--- src/rtl/booth_pkg.sv ---
// Shared types for the radix-2 Booth multiplier.
// FSM states, Booth op codes and the op decode helper.
package booth_pkg;

  localparam int BOOTH_WIDTH = 8;

  typedef enum logic [1:0] {
    IDLE,
    CALC,
    DONE
  } st_t;

  typedef enum logic [1:0] {
    OP_NOP,
    OP_ADD,
    OP_SUB
  } op_t;

  // {Q[0],Q_1}: 01 adds M, 10 subtracts M, else no-op
  function automatic op_t booth_op(
    input logic q0,
    input logic q1
  );
    op_t r;
    r = OP_NOP;
    unique case (1'b1)
      (q0 == 1'b0 && q1 == 1'b1): r = OP_ADD;
      (q0 == 1'b1 && q1 == 1'b0): r = OP_SUB;
      default:                    r = OP_NOP;
    endcase
    return r;
  endfunction

endpackage

--- src/rtl/booth_addsub.sv ---
// Combinational add/subtract of M into the A register.
// Width N is the sign-extended accumulator width.
module booth_addsub
  import booth_pkg::*;
#(
  parameter int N = BOOTH_WIDTH + 1
) (
  input  logic [N-1:0] a,
  input  logic [N-1:0] m,
  input  op_t          op,
  output logic [N-1:0] sum
);

  // select A+M, A-M or A from the Booth op
  always_comb begin
    sum = a;
    unique case (1'b1)
      (op == OP_ADD): sum = a + m;
      (op == OP_SUB): sum = a - m;
      default:        sum = a;
    endcase
  end

endmodule

--- src/rtl/booth_seq_mult.sv ---
// Radix-2 sequential Booth multiplier, signed operands.
// One Booth step per clock; product registered on the last step.
module booth_seq_mult
  import booth_pkg::*;
#(
  parameter int WIDTH = BOOTH_WIDTH
) (
  input  logic               clk,
  input  logic               clr,
  input  logic               start,
  input  logic [WIDTH-1:0]   multiplicand,
  input  logic [WIDTH-1:0]   multiplier,
  output logic               busy,
  output logic               done,
  output logic [2*WIDTH-1:0] product
);

  localparam int CNT_W = $clog2(WIDTH + 1);

  st_t              state;
  st_t              state_nxt;
  logic [WIDTH:0]   a_q;
  logic [WIDTH:0]   m_q;
  logic [WIDTH-1:0] q_q;
  logic             q1_q;
  logic [CNT_W-1:0] cnt_q;
  logic [WIDTH:0]   a_sum;
  logic [WIDTH:0]   a_sh;
  logic [WIDTH-1:0] q_sh;
  logic             load;
  logic             step;
  logic             last;
  op_t              op;

  assign op = booth_op(q_q[0], q1_q);

  booth_addsub #(
    .N(WIDTH + 1)
  ) u_addsub (
    .a  (a_sum_src()),
    .m  (m_q),
    .op (op),
    .sum(a_sum)
  );

  function automatic logic [WIDTH:0] a_sum_src();
    return a_q;
  endfunction

  assign a_sh = {a_sum[WIDTH], a_sum[WIDTH:1]};
  assign q_sh = {a_sum[0], q_q[WIDTH-1:1]};

  assign busy = (state != IDLE);
  assign done = (state == DONE);

  // state register
  always_ff @(posedge clk or posedge clr) begin
    if (clr) state <= IDLE;
    else     state <= state_nxt;
  end

  // next state and datapath strobes
  always_comb begin
    state_nxt = state;
    load      = 1'b0;
    step      = 1'b0;
    last      = 1'b0;
    unique case (state)
      IDLE: begin
        if (start) begin
          load      = 1'b1;
          state_nxt = CALC;
        end
      end
      CALC: begin
        step = 1'b1;
        if (cnt_q == CNT_W'(1)) begin
          last      = 1'b1;
          state_nxt = DONE;
        end
      end
      DONE:    state_nxt = IDLE;
      default: state_nxt = IDLE;
    endcase
  end

  // A/Q/Q_1 shift chain, M and iteration counter
  always_ff @(posedge clk or posedge clr) begin
    if (clr) begin
      a_q   <= '0;
      q_q   <= '0;
      q1_q  <= 1'b0;
      m_q   <= '0;
      cnt_q <= '0;
    end else if (load) begin
      a_q   <= '0;
      q_q   <= multiplier;
      q1_q  <= 1'b0;
      m_q   <= {multiplicand[WIDTH-1], multiplicand};
      cnt_q <= CNT_W'(WIDTH);
    end else if (step) begin
      a_q   <= a_sh;
      q_q   <= q_sh;
      q1_q  <= q_q[0];
      cnt_q <= cnt_q - CNT_W'(1);
    end
  end

  // product latches only on the final step
  always_ff @(posedge clk or posedge clr) begin
    if (clr)       product <= '0;
    else if (last) product <= {a_sh[WIDTH-1:0], q_sh};
  end

endmodule

--- config.mk ---
export PLATFORM = sky130hd
export DESIGN_NAME = booth_seq_mult
export DESIGN_NICKNAME = d
export VERILOG_FILES = /design/src/rtl/booth_pkg.sv /design/src/rtl/booth_addsub.sv /design/src/rtl/booth_seq_mult.sv
export SDC_FILE = /design/constraint.sdc
export NUM_CORES = 1
export LEC_CHECK = 0
export BUFFER_PORTS_ARGS = -buffer_cell sky130_fd_sc_hd__buf_4
export CAP_MARGIN = 0
export CORE_MARGIN = 5
export CORE_UTILIZATION = 60
export CTS_CLUSTER_DIAMETER = 200
export DETAILED_ROUTE_END_ITERATION = 8
export GPL_TIMING_DRIVEN = 0
export MAX_ROUTING_LAYER = met4
export PLACE_DENSITY = 0.82
export SETUP_SLACK_MARGIN = 0.05
export SLEW_MARGIN = 10
export SYNTH_ARGS = -nofsm -noshare
export SYNTH_HDL_FRONTEND = slang
export SYNTH_HIERARCHICAL = 1
export SYNTH_SLANG_ARGS = --single-unit
--- constraint.sdc ---
create_clock -name clk -period 9.1 [get_ports clk]
set_clock_uncertainty 0.15 [all_clocks]
set_input_delay 0.455 -clock clk [delete_from_list [all_inputs] [get_ports clk]]
set_output_delay 0.455 -clock clk [all_outputs]
set_load 0.005 [all_outputs]
After elaboration in Yosys (flattened, before gate mapping)
Cells that the tools add are included.
{ "classes": {"n_eq_ne": 7, "magnitude_cmp": 0, "shift": 0, "div": 0, "n_mux": 18, "add_sub_neg": 3, "bitwise": 2, "n_reduce_logical": 6, "multipliers": 0} }
{ "op_table": {"columns": ["op", "n"], "rows": [
  ["$mux 9", 2],
  ["$pmux 9 s2", 1],
  ["$mux 8", 2],
  ["$add 9x9->9", 1],
  ["$sub 9x9->9", 1],
  ["$mux 4", 2],
  ["$pmux 2 s2", 2],
  ["$mux 1", 7],
  ["$eq 2x1->1 const B", 2],
  ["$eq 2x2->1 const B", 2],
  ["$eq 4x1->1 const B", 1],
  ["$mux 2", 2],
  ["$ne 2x2->1 const B", 2],
  ["$reduce_bool 2->1", 2],
  ["$sub 4x1->4 const B", 1],
  ["$logic_and 1x1->1", 2],
  ["$logic_not 2->1", 1],
  ["$not 1->1", 2],
  ["$reduce_and 2->1", 1]
]} }
{ "totals": {"ram_bits": 0, "mem_count": 0, "latchBits": 0, "ff_bits": 48, "mem_bits_ro": 0, "elab_cells": 43, "out_inout_bits": 18, "input_bits": 19} }

Longest topological paths before layout
{ "logic_depth": {"word_depth": 7, "mapped_depth": 14, "ltp_nobuf": 13} }

Hierarchy
Netlist, hierarchy kept.
{ "modules_own_cells": {"columns": ["mod", "n_inst", "cells_per_inst", "seq_area_each_um2", "area_per_inst_um2"], "rows": [
  ["booth_seq_mult", 1, 156, 1176.1, 1938.1],
  ["booth_addsub", 1, 93, 0.0, 669.4]
]} }

Worst setup path after synthesis
No wires, ideal clock.
{ "synth_path": {"path_type": "register to register", "start": "reg q1_q", "end": "reg product[15]", "t_required_ns": 8.825, "period_less_slack_ns": 2.884, "setup_slack_ns": 6.216, "path_buffers": 1, "setup_ns": 0.125, "arrival_ns": 2.609, "path_stages_with_launch": 13, "path_cell_list": "dfrtp_1 > nor2b_1 > inv_1 > ha_1 > clkbuf_1 > mux2i_1 > fa_1 > a211oi_1 > o21ai_1 > and4_4 > nor3_2 > xor2_1 > mux2_4"} }
{ "synth_between": {"elab_chain_cells": 5, "word_cells_on_any_way": 7, "classes_between": "2 x eq/ne; 2 x mux; 1 x bitwise; 2 x reduce/logical"} }
{ "synth_rtl": {"columns": ["item", "line", "source"], "rows": [
  ["start, declared", "booth_seq_mult.sv:25", "logic q1_q;"],
  ["start signal, assigned", "booth_seq_mult.sv:104", "q1_q <= q_q[0];"],
  ["$not 1->1", "booth_pkg.sv:28", "(q0 == 1'b1 && q1 == 1'b0): r = OP_SUB;"],
  ["$logic_and 1x1->1", "booth_pkg.sv:28", null],
  ["$pmux 2 s2 (*)", "booth_pkg.sv:26", "unique case (1'b1)"],
  ["named net op[0]", "booth_seq_mult.sv:33", "op_t op;"],
  ["$eq 2x2->1 or $eq 2x1->1 (tied branches)", "booth_addsub.sv:19, booth_addsub.sv:18", null],
  ["$pmux 9 s2 (*)", "booth_addsub.sv:17", "unique case (1'b1)"],
  ["named net a_sum[8]", "booth_seq_mult.sv:27", "logic [WIDTH:0] a_sum;"],
  ["end signal, assigned", "booth_seq_mult.sv:112", "else if (last) product <= {a_sh[WIDTH-1:0], q_sh};"],
  ["end, declared", "booth_seq_mult.sv:15", "output logic [2*WIDTH-1:0] product"]
]} }
Mark *: on every way through the listed nets, which the timed path passes. The rest lies on a longest branch.
A chain may end at the register's enable or synchronous reset.

Worst setup path in the final report
Ends and elaborated chain as after synthesis.

==> results by group <==
Timing
  – Worst slew pin tran: about 0.67 ns
  – Relative slew slack: between 50 and 60%
  – Setup TNS: 0 ns
  – Final setup viols: 0
  – Final worst-path cycle share: a little over a third
  – Tmin final: about 3.3 ns
  – Max Slew Vio Count: 0
  – PnR worst setup slack: between 5 and 6 ns
  – Final Hold Fails: 0
  – FMAX: a little over 300 MHz
  – RSZ-0062 raised after global routing: no

Synthesis
  – Post-synth EDFFs: 0
  – Post-synthesis cell type count: 46
  – Post-synthesis register bit count: 47
  – Mapped Area: ~2600 µm²
  – Post-synthesis async set-or-reset flop share: between 90% and 100%
  – Syn. warnings: 6
  – Synth Instances: ~250
  – Main flop type after synthesis: dfrtp_1
  – Sequential share of the synthesized area: between 40% and 50%
  – Syn nets: 281
  – Synthesized area per cell: around 10 µm²

Drt
  – Routed WL per cell: 15.5 µm
  – Top layer in use: met4
  – Vias per inst: around 5.7
  – Met2 WL: 2.68 mm
  – Total number of vias: approximately 2000
  – WL met3: between 150 and 200 µm
  – DR pass1 iterations: 4
  – Routed wire length: ~5.4 mm
  – Met1 Wirelength: about 2.5 mm
  – DRC: 0
  – Number of DRC markers in iteration 0: approximately 130
  – Detail Route Antenna Nets: 0

Power and ir drop
  – VDD IR-drop max: 215 µV
  – Cell area power density: between 400 and 500 nW/µm²
  – Leakage power: between 1 and 1.5 nW
  – Total chip power: 1.34 mW

Die
  – Die area: 5760 µm²
  – Row Count: 24
  – # IOs: 37
  – Initial Util: about three fifths
  – Core Footprint: roughly 4300 µm²
  – Die Wd: 75.9 µm
  – Die height: approximately 76 µm

Clocking
  – CTS root buf: clkbuf_8
  – CTS sink count: 47
  – Post-CTS Setup Bufs: 0
  – Clk slew on worst S/H paths: approximately 0.10 ns
  – Clock Tree Buf Depth: 2
  – Number of buffers created by CTS: 5
  – H-tree Lvls: 2
  – Clock latency on the worst-skew pair: ~0.30 ns
  – Clock tree from TritonCTS: done

Setup path
  – Worst EP required: 9.15 ns
  – Worst Path Class, Setup: reg2reg
  – CP Data Arrival Time: roughly 3.3 ns
  – Crit path max fanout: 9
  – Crit. End Element: flip-flop
  – Worst Setup Start Kind: flip-flop

Place
  – Placed cells: 338
  – Routability cong.: 0.855
  – PortBufs: 36
  – DP Worst Slack: ~5.8 ns
  – Dpl hpwl: a little over 4 mm

Global route
  – Initial antenna violation count: 0
  – Vias in the first global route: between 1500 and 2000
  – Largest net degree at the start of global routing: 31
  – GRT Overall Usage: about a fifth
  – First-pass GRT wire length: between 9 and 10 mm
  – GRT overflow: 0

Finish
  – Area of the multi-input gates: 1340 µm²
  – Fin cells: around 350
  – Fillcell total: between 300 and 400
  – Fin nets: 326
  – Layout cells sized above 1: between 20% and 30%
  – Register Area: approximately 1200 µm²
  – ANT cells: 0
  – Area grow syn2layout: 17.7%
  – Fin util: between 70% and 80%

Min path
  – Hold Path Class: in2reg

Run
  – Max Cap Viol: 0

Status
  – Status: completed
==> report_power, final <==
group          total [mW]  switching [mW]  internal (mW)  leakage (nW)
Combinational       0.808           0.421          0.388         0.847
Clock               0.136          0.0787         0.0570        0.0467
Sequential          0.398          0.0897          0.308         0.585
Total                1.34           0.589          0.753          1.48
==> worst max-delay path: stages (launching register included) <==
cell	delay, ns
dfrtp_1	0.41
nor2b_1	0.13
inv_1	0.06
ha_1	0.14
clkbuf_1	0.33
mux2i_1	0.19
fa_1	0.49
a211oi_1	0.36
o21ai_1	0.15
and4_4	0.21
nor3_2	0.19
xor2_1	0.11
mux2_4	0.27
==> cell usage after synthesis, types with 2 or more instances <==
library cell  instances  area [µm²]
a211oi_1              2        15.0
mux2_4                9         135
nand2_1              43         161
buf_2                 4        20.0
nor2_1                8        30.0
o21ai_1               2        10.0
o21a_1                2        15.0
o31ai_1               2        15.0
dfrtp_1              47        1180
a22oi_1              10        75.1
xnor2_1               7        61.3
o21bai_1              4        30.0
mux2i_1               3        30.0
a21oi_1               4        20.0
o211ai_1              2        15.0
ha_1                 12         150
o21ai_0              16        80.1
nor2b_1               6        37.5
a31oi_1               2        12.5
inv_1                11        41.3
mux2_2               16         180
nor3_1                3        15.0
nand2b_1              3        18.8
nor4_1                3        18.8
nor3_2                2        20.0
clkbuf_1              3        11.3
xor2_1                4        35.0
==> routing by layer <==
metal  up-vias  GRT usage [%]
met2        33           32.3
met1       970           26.1
li1        958              -
met3         8           3.91
met4         0           5.34
met5         -              -
==> flip-flops by register name, indices dropped and copies added, names as in the netlist <==
signal,count
a_q,8
product,16
state,2
q1_q,1
q_q,8
m_q,8
cnt_q,4
==> through the flow <==
step,hold slack (ns),cell area [µm²]
after floorplan,0.319,2610
after global placement,0.338,2940
after detailed placement,0.330,2960
after CTS,0.206,3070
after global routing,0.205,3070
final,0.204,3070
==> area by class of cell <==
class,count,share of cell area [%]
Tap cell,52,2.12
Sequential cell,47,38.3
Multi-Input combinational cell,181,43.5
Timing Repair Buffer,38,9.78
Clock buffer,5,2.24
Inverter,11,1.35
Clock inverter,3,0.897
Buffer,10,1.75
==> path summary, 6_finish.rpt <==
check,startpoint,endpoint,slack [ns],depth (start not counted)
worst max-delay path,q1_q,product[15],5.82,12
worst min-delay path,multiplier[3],q_q[3],0.20,3
worst max register to register,q1_q,product[15],5.82,12
worst min register to register,product[13],product[13],0.37,1
max in group asynchronous,clr,a_q[1],7.76,4
min in group asynchronous,clr,product[3],0.53,3
==> cell usage in the layout (no fill, tap or decap), drive strengths merged, types with 2 or more instances in the layout <==
cell,n
dfrtp,47
nand2,44
buf,44
mux2,25
o21ai,18
inv,13
ha,12
a22oi,10
nor2,8
clkbuf,8
xnor2,7
nor2b,6
nor3,5
o21bai,4
xor2,4
a21oi,4
nand2b,3
nor4,3
mux2i,3
a31oi,2
o21a,2
o31ai,2
a211oi,2
o211ai,2
nor3b,2
==> cells by family (layout without fill, tap and decap cells) <==
group                      count (synthesis)  count (layout)  synth area share, %
buffers and inverters                     21              67                 3.65
and+or+nand+nor                           78              78                 15.2
AOI/OAI and AO/OA                         51              51                 12.6
muxes                                     28              28                 13.2
adders and majority gates                 13              13                 6.53
xor gates and xnor gates                  11              11                 3.69
DFF                                       47              47                 45.1
==> repair_timing <==
| action | in CTS | in global routing |
|---|---|---|
| hold buffers | 1 | 0 |
| endpoints found under the hold margin | 12 | 0 |
| gates resized for setup | 0 | 0 |
| endpoints found under the setup margin | 0 | 0 |
Power figures use the tool's default switching activity.
